`src/rtl/scr1_irq_gen.sv`:
```
// SoC-side IRQ source for the core's 16-line interrupt controller: event, software and timer
// sources feed per-line pending bits, presented as level or fixed-width pulse. Timer built with SCR1_IRQ_GEN_TIMER_EN.
module scr1_irq_gen #(
  parameter int unsigned LINES   = 16,
  parameter int unsigned PULSE_W = 4
) (
  input  logic             clk,
  input  logic             rst,
  input  logic             req_i,
  input  logic             we_i,
  input  logic [2:0]       addr_i,
  input  logic [31:0]      wdata_i,
  output logic [31:0]      rdata_o,
  output logic             ack_o,
  input  logic [LINES-1:0] ev_i,
  output logic [LINES-1:0] irq_lines_o
);

  typedef enum logic [1:0] {
    ST_IDLE = 2'd0,
    ST_HIGH = 2'd1,
    ST_GAP  = 2'd2
  } pulse_st_e;

  logic [LINES-1:0] r_sync1, r_sync2, r_dly;
  logic [LINES-1:0] r_pend, r_mode, r_ena, r_irq;
  logic             r_ack;
  logic [31:0]      r_rdata;
  pulse_st_e        r_st     [LINES];
  pulse_st_e        w_st_nx  [LINES];
  logic [3:0]       r_cnt    [LINES];
  logic [3:0]       w_cnt_nx [LINES];
  logic [LINES-1:0] w_start, w_set, w_clr, w_tset, w_irq_nx;
  logic             w_acc, w_wr;
  logic [31:0]      w_rdata;

  // A request seen on the ack edge is the tail of the finished access, not a new one
  assign w_acc = req_i & ~r_ack;
  assign w_wr  = w_acc & we_i;

`ifdef SCR1_IRQ_GEN_TIMER_EN
  logic [31:0] r_tcmp, r_tcnt;
  logic        r_ten;
  logic [3:0]  r_tline;
  logic        w_tmatch;

  assign w_tmatch = r_ten & (r_tcnt == r_tcmp);
  assign w_tset   = w_tmatch ? ({{(LINES-1){1'b0}}, 1'b1} << r_tline) : '0;

  always_ff @(posedge clk or posedge rst) begin
    if (rst) begin
      r_tcmp  <= '0;
      r_tcnt  <= '0;
      r_ten   <= 1'b0;
      r_tline <= '0;
    end else begin
      if (!r_ten || w_tmatch) r_tcnt <= '0;
      else                    r_tcnt <= r_tcnt + 32'd1;
      if (w_wr && addr_i == 3'd5) r_tcmp <= wdata_i;
      if (w_wr && addr_i == 3'd6) begin
        r_ten   <= wdata_i[0];
        r_tline <= wdata_i[7:4];
      end
    end
  end
`else
  logic w_unused_wdata;
  assign w_tset         = '0;
  assign w_unused_wdata = ^wdata_i[31:LINES];
`endif

  always_comb begin
    w_rdata = '0;
    case (addr_i)
      3'd2: w_rdata[LINES-1:0] = r_pend;
      3'd3: w_rdata[LINES-1:0] = r_mode;
      3'd4: w_rdata[LINES-1:0] = r_ena;
`ifdef SCR1_IRQ_GEN_TIMER_EN
      3'd5: w_rdata = r_tcmp;
      3'd6: w_rdata = {24'd0, r_tline, 3'd0, r_ten};
      3'd7: w_rdata = r_tcnt;
`endif
      default: w_rdata = '0;
    endcase
  end

  // Sets always beat clears, including the clear issued when a pulse starts
  assign w_set = (r_sync2 & ~r_dly) | w_tset
               | ((w_wr && addr_i == 3'd0) ? wdata_i[LINES-1:0] : '0);
  assign w_clr = ((w_wr && addr_i == 3'd1) ? wdata_i[LINES-1:0] : '0) | w_start;

  always_comb begin
    for (int unsigned i = 0; i < LINES; i++) begin
      w_st_nx[i]  = r_st[i];
      w_cnt_nx[i] = r_cnt[i];
      w_start[i]  = 1'b0;
      if (!r_mode[i] || !r_ena[i]) begin
        w_st_nx[i] = ST_IDLE;
      end else begin
        case (r_st[i])
          ST_IDLE: w_start[i] = r_pend[i];
          ST_HIGH: begin
            if (r_cnt[i] == 4'd1) w_st_nx[i]  = ST_GAP;
            else                  w_cnt_nx[i] = r_cnt[i] - 4'd1;
          end
          // GAP restarts directly so back-to-back pulses repeat every PULSE_W+1 cycles
          ST_GAP: begin
            w_start[i] = r_pend[i];
            w_st_nx[i] = ST_IDLE;
          end
          default: w_st_nx[i] = ST_IDLE;
        endcase
        if (w_start[i]) begin
          w_st_nx[i]  = ST_HIGH;
          w_cnt_nx[i] = 4'(PULSE_W);
        end
      end
      w_irq_nx[i] = r_mode[i] ? (w_st_nx[i] == ST_HIGH) : (r_pend[i] & r_ena[i]);
    end
  end

  always_ff @(posedge clk or posedge rst) begin
    if (rst) begin
      for (int unsigned i = 0; i < LINES; i++) begin
        r_st[i]  <= ST_IDLE;
        r_cnt[i] <= '0;
      end
    end else begin
      for (int unsigned i = 0; i < LINES; i++) begin
        r_st[i]  <= w_st_nx[i];
        r_cnt[i] <= w_cnt_nx[i];
      end
    end
  end

  always_ff @(posedge clk or posedge rst) begin
    if (rst) begin
      r_sync1 <= '0;
      r_sync2 <= '0;
      r_dly   <= '0;
      r_pend  <= '0;
      r_mode  <= '0;
      r_ena   <= '0;
      r_irq   <= '0;
      r_ack   <= 1'b0;
      r_rdata <= '0;
    end else begin
      r_sync1 <= ev_i;
      r_sync2 <= r_sync1;
      r_dly   <= r_sync2;
      r_pend  <= w_set | (r_pend & ~w_clr);
      if (w_wr && addr_i == 3'd3) r_mode <= wdata_i[LINES-1:0];
      if (w_wr && addr_i == 3'd4) r_ena  <= wdata_i[LINES-1:0];
      r_irq   <= w_irq_nx;
      r_ack   <= w_acc;
      r_rdata <= (w_acc && !we_i) ? w_rdata : '0;
    end
  end

  assign rdata_o     = r_rdata;
  assign ack_o       = r_ack;
  assign irq_lines_o = r_irq;

endmodule

```
`config.mk`:
```
export PLATFORM = sky130hd
export DESIGN_NAME = scr1_irq_gen
export DESIGN_NICKNAME = d
export VERILOG_FILES = /design/src/rtl/scr1_irq_gen.sv
export SDC_FILE = /design/constraint.sdc
export NUM_CORES = 1
export LEC_CHECK = 0
export CAP_MARGIN = 5
export CORE_AREA = 2 2 170 172
export CTS_CLUSTER_DIAMETER = 120
export DETAILED_ROUTE_END_ITERATION = 6
export DIE_AREA = 0 0 172 174
export PLACE_DENSITY = 0.54
export SETUP_SLACK_MARGIN = 0.3
export SYNTH_ARGS = -nofsm -noshare
export SYNTH_HDL_FRONTEND = slang
export SYNTH_SLANG_ARGS = --single-unit
```
`constraint.sdc`:
```
create_clock -name clk -period 7.4 [get_ports clk]
set_input_delay 1.48 -clock clk [delete_from_list [all_inputs] [get_ports clk]]
set_output_delay 1.48 -clock clk [all_outputs]
set_load 0.05 [all_outputs]
```
==> results.yml, run 1 <==
critical_path:
  worst_setup_path_end_kind: "flip-flop"
  critical_path_arrival_ps: 4180
  worstPathRequired_ps: 7790
  cp_slowest_stage_delay_ps: 860
  slowest_stage: "and2b_1"
  critPathBufInv: 2
  crit_family: "simple AND/OR/NAND/NOR gates"
  criticalPathCategory: "primary input to flip-flop"
  path_cells: "clkdlybuf4s50_1 > buf_4 > and2b_1 > and4_4 > mux2_2"
  worst_setup_path_start_kind: "primary input"
  crit_fanout: 33
detailed_routing:
  num_vias: 6848
  detail-route-antenna-nets: 0
  dr.first_iter.drc_count: 372
  routed_wl_mm: 21.1
  drc: 0
  routedWlPerCell_um: 15.8
  viasPerCell: 5.12
  first_pass_iters: 4
final_layout:
  syn_to_final_growth_pct: 19.2
  drive_gt1_share_pct: 11.2
  fin_cells: 1337
  regMostFlops: "r_cnt"
  top_regs: "r_cnt x64, r_st x32"
  largest_register_ffs: 64
  nNetsFinal: 1023
  diodes: 0
  final_area_sq_um: 11900
  final_util_pct: 42.1
logic_synthesis:
  muxShareOfSynthArea_pct: 6.10
  netlist_instances: 848
  yosysUniqueCellTypes: 49
  synth-seq-cells: 225
  synth_top_family_by_area: "simple AND/OR/NAND/NOR gates"
  async_flop_share_pct: 100
  synthSimpleGateAreaFrac_pct: 16.9
  synthFlopType: "dfrtp_1"
  syn_area_per_cell_sq_um: 11.8
  synth_compound_area_share_pct: 11.2
  syn-cell-area_sq_um: 9970
  synth-seq-area-share_pct: 56.4
  yosysWarnings: 0
  synth-xor-area-share_pct: 0
  synth_edf_count: 0
  synthAdderAreaFrac_pct: 4.01
timing:
  finClkSkew_ps: 11.6
  finalHoldViolCount: 0
  rsz0062_at_grt: "no"
  min_period_over_period_pct: 51.1
  slew-limit-headroom_pct: 22.3
  max_freq_mhz: 264
  setup_viol: 0
  setup_tns_ps: 0
  tightest_slew_ps: 1170
  period_needed_ps: 3780
  layout_setup_ws_ps: 3620
  drv_slew: 0
job:
  drv_cap: 0
die:
  start_util_pct: 35.3
  core_area_sq_um: 28200
  fp.dieW_um: 172
  dieArea_sq_um: 29900
  die_h_um: 174
  io_pins: 104
  num_rows: 62
cts:
  postCtsSetupBuffers: 0
  clkTransAtPathRegs_ps: 60
  h-tree-depth: 1
  clock-sinks: 225
  ctsLongestPathBuffers: 3
  cts_buffers: 26
  post_cts_resized: 0
  clk_latency_ps: 520
  ctsRootBufferMaster: "clkbuf_16"
  tritoncts: "built"
  cts_hold_buf: 0
global_routing:
  grt_overflow: 0
  antenna_found_initial: 0
  grt_usage_pct: 14.6
  grt_max_degree: 77
  grt_pass1_vias: 6685
  grt_pass1_wl_mm: 35.4
min_path:
  hold_class: "flip-flop to flip-flop"
placement:
  dp_slack_ps: 3120
  gp_congestion: 0.766
  dp_hpwl_mm: 13.3
  place_area_sq_um: 11000
  portBuffers: 71
  dp_cells: 1292
outcome:
  outcome: "completed"
pwr:
  p_per_area_nw_per_um2: 305
  ir_worst_vdd_mv: 0.148
  power.leakage_nw: 5.03
stage by stage:
stage                     hold slack [ps]  total power [mW]
final                                 347              3.63
after global routing                  353              3.85
after CTS                             348              3.68
after detailed placement              335              2.38
after global placement                332              2.37
after floorplan                       331              2.15
cell usage in the layout, fill, tap and decap left out, types with 19 or more instances in the layout:
cell type / count
mux2_2: 28
clkdlybuf4s50_1: 70
nor2_1: 35
or4_1: 35
clkbuf_16: 27
nand4b_1: 32
or3_1: 39
dfrtp_1: 225
nand3_1: 21
nand2_1: 30
ha_1: 32
nor2b_1: 19
o21ai_0: 71
inv_1: 74
cell families after synthesis:
kind of cell	after synthesis
adder cells (fa/ha/maj)	32
multiplexers	51
AND/OR/NAND/NOR	264
AO/OA/AOI/OAI	166
buffers and inverters	109
flip-flops	225
other	1
path summary, 6_finish.rpt:
path / startpoint / to / slack [ps] / depth (start not counted)
max: addr_i[1] / r_mode[10]$_DFFE_PP0P_ / 3620 / 5
max reg2reg: ack_o$_DFF_PP0_ / r_ena[6]$_DFFE_PP0P_ / 5130 / 3
max in group asynchronous: rst / r_cnt[43]$_DFFE_PP0P_ / 4520 / 3
min: r_sync1[1]$_DFF_PP0_ / r_sync2[1]$_DFF_PP0_ / 350 / 0
min in group asynchronous: rst / r_mode[0]$_DFFE_PP0P_ / 1470 / 2
min reg2reg: r_sync1[1]$_DFF_PP0_ / r_sync2[1]$_DFF_PP0_ / 350 / 0
per-layer routing:
layer,part of all wire (%),track usage [%],wire (um),up-vias
li1,-,-,-,3275
met1,50,22.0,10500,3418
met2,44,22.0,9350,125
met3,3.6,2.30,758,30
met4,2.1,3.40,444,0
met5,0,0,0,-
synthesized netlist by cell type, types with 17 or more instances:
library cell	instances	area share [%]
nor2b_1	19	1.2
inv_1	75	2.8
nand3_1	21	1.1
nor2_1	35	1.3
or4_1	35	2.6
o21ai_0	71	3.6
ha_1	32	4.0
mux2_2	28	3.2
nand4b_1	32	2.8
or3_1	39	2.4
buf_4	17	1.3
dfrtp_1	225	56
nand2_1	30	1.1
power breakdown:
group	internal [mW]	leakage [nW]	switching, mW
Combinational	0.320	1.78	0.391
Clock	0.781	0.424	0.490
Sequential	1.44	2.83	0.205
Total	2.54	5.03	1.09
layout make-up:
cell class | count | area [sq um]
flip-flops and latches | 225 | 5630
well taps | 384 | 480
fillers | 2708 | 16300
clock buffers | 38 | 767
multi-input cells | 529 | 3870
inverters | 75 | 285
repair buffers | 79 | 766
clock inverters | 7 | 85.1
Note: power is estimated with default switching activity, not from simulation.
==> inputs of run 2 (changes only) <==
- PLACE_DENSITY: 0.54 -> 0.52
- clock period: 7.4 -> 3.6 ns (I/O delays scaled with it)
==> run 2 against run 1 <==
Compared with the run above:
- power rose by 110%
- sequential share of layout area fell by 0.53 points
- clock skew fell by 3.1 ps
- cell area rose by 1.1%
- combinational power rose by 110%
- clock-buffer cell count fell by 6
- global-route usage fell by 0.29 points
- non-clock buffer count rose by 4
- critical path type is now flip-flop to primary output
==> results.yml, run 2 (synthesis gave the netlist of run 1 again) <==
final_layout:
  drive_gt1_share_pct: 12.6
  layout_common_cells: "dfrtp_1, inv_1, o21ai_0"
  syn_to_final_growth_pct: 20.5
  final_util_pct: 42.6
  top_regs: "r_cnt x64, r_st x32"
  largest_register_ffs: 64
  final_common_cell: "dfrtp_1"
  fin_cells: 1347
  nNetsFinal: 1028
  regMostFlops: "r_cnt"
die:
  core_area_sq_um: 28200
  fp.dieW_um: 172
  io_pins: 104
  dieArea_sq_um: 29900
  die_h_um: 174
  start_util_pct: 35.3
  num_rows: 62
timing:
  min_period_over_period_pct: 69.7
  slew-limit-headroom_pct: 53.0
  period_needed_ps: 2510
  setup_viol: 0
  max_freq_mhz: 399
  finalHoldViolCount: 0
  rsz0062_at_grt: "no"
  tightest_slew_ps: 705
  finClkSkew_ps: 8.49
  drv_slew: 0
critical_path:
  slowest_stage: "clkdlybuf4s50_1"
  cp_slowest_stage_delay_ps: 840
  worst_setup_path_start_kind: "flip-flop"
  r2r_start: "ack_o$_DFF_PP0_"
  criticalPathCategory: "flip-flop to primary output"
  r2r_cells: 3
  crit_fanout: 3
  rrSetupSlack_ps: 1810
  critical_path_arrival_ps: 1790
  worstPathRequired_ps: 2880
  worst_setup_path_end_kind: "primary output"
  path_cells: "clkdlybuf4s50_1"
  r2r-end: "r_mode[10]$_DFFE_PP0P_"
  critPathBufInv: 1
  crit_family: "buffers and inverters"
global_routing:
  grt_max_degree: 127
  grt_usage_pct: 14.3
  grt_pass1_wl_mm: 34.5
  antenna_found_initial: 1
  grt_pass1_vias: 6594
  grt_overflow: 0
cts:
  postCtsSetupBuffers: 0
  clk_latency_ps: 530
  ctsRootBufferMaster: "clkbuf_16"
  cts_buffers: 27
  ctsLongestPathBuffers: 3
  h-tree-depth: 1
  clkTransAtPathRegs_ps: 60
  clock-sinks: 225
  post_cts_resized: 0
  tritoncts: "built"
  cts_hold_buf: 0
detailed_routing:
  drc: 0
  detail-route-antenna-nets: 0
  viasPerCell: 5.02
  dr.first_iter.drc_count: 420
  routed_wl_mm: 21.2
  routedWlPerCell_um: 15.7
  first_pass_iters: 4
  num_vias: 6761
placement:
  portBuffers: 71
  dp_cells: 1296
  gp_congestion: 0.794
  dp_hpwl_mm: 13.5
pwr:
  ir_worst_vdd_mv: 0.348
  finalPower_mw: 7.63
  p_per_area_nw_per_um2: 634
  power.leakage_nw: 5.09
job:
  drv_cap: 0
min_path:
  whs_path_depth: 0
  hold_class: "flip-flop to flip-flop"
  holdPathEnd: "r_sync2[9]$_DFF_PP0_"
  hp-start: "r_sync1[9]$_DFF_PP0_"
outcome:
  outcome: "completed"
run 2: cell types whose count changed in the layout (fill, tap and decap cells not counted):
cell / previous run / this run
buf_12: 0 / 2
buf_4: 8 / 10
bufinv_16: 2 / 3
clkbuf_1: 6 / 1
clkbuf_8: 5 / 4
clkinv_2: 5 / 6
clkinv_4: 0 / 4
clkinvlp_4: 1 / 4
diode_2: 0 / 1
inv_6: 0 / 2
run 2: area by class of cell:
class                   count  area, sq um
clock inverters            18          195
fillers                  2664        16200
inverters                  75          285
clock buffers              32          734
well taps                 384          480
repair buffers             83          821
multi-input cells         529         3870
diodes                      1         2.50
flip-flops and latches    225         5630
run 2: report_power, final:
group | leakage (nW) | total, mW | switching [mW] | internal [mW]
logic | 1.81 | 1.47 | 0.806 | 0.666
clock network | 0.455 | 2.78 | 1.10 | 1.68
registers | 2.83 | 3.38 | 0.422 | 2.96
run 2: routing by layer:
metal	global-route usage, %	up-vias	wire length [um]
li1	-	3278	-
met1	21.1	3332	10500
met2	21.7	121	9420
met3	2.62	30	865
met4	3.50	0	451
met5	0	-	0
run 2: stage by stage:
step                cell area [sq um]  setup TNS, ps  hold slack [ps]  setup slack, ps
floorplan                       10000         -13050              331            -58.0
global placement                11100              0              332              859
detailed placement              11100              0              336              824
CTS                             12000              0              344             1060
global route                    12000              0              347             1050
finish                          12000              0              341             1090
run 2: how the worst max path moves through the flow:
| stage | startpoint | to | slack (ps) | cells after the start |
|---|---|---|---|---|
| after detailed placement | addr_i[1] | r_ena[4]$_DFFE_PP0P_ | 820 | 5 |
| after global placement | addr_i[1] | r_ena[2]$_DFFE_PP0P_ | 860 | 5 |
| after global routing | ack_o$_DFF_PP0_ | ack_o | 1050 | 1 |
| after floorplan | rst | ack_o$_DFF_PP0_ | -60 | 1 |
| final | ack_o$_DFF_PP0_ | ack_o | 1090 | 1 |
| after CTS | ack_o$_DFF_PP0_ | ack_o | 1060 | 1 |
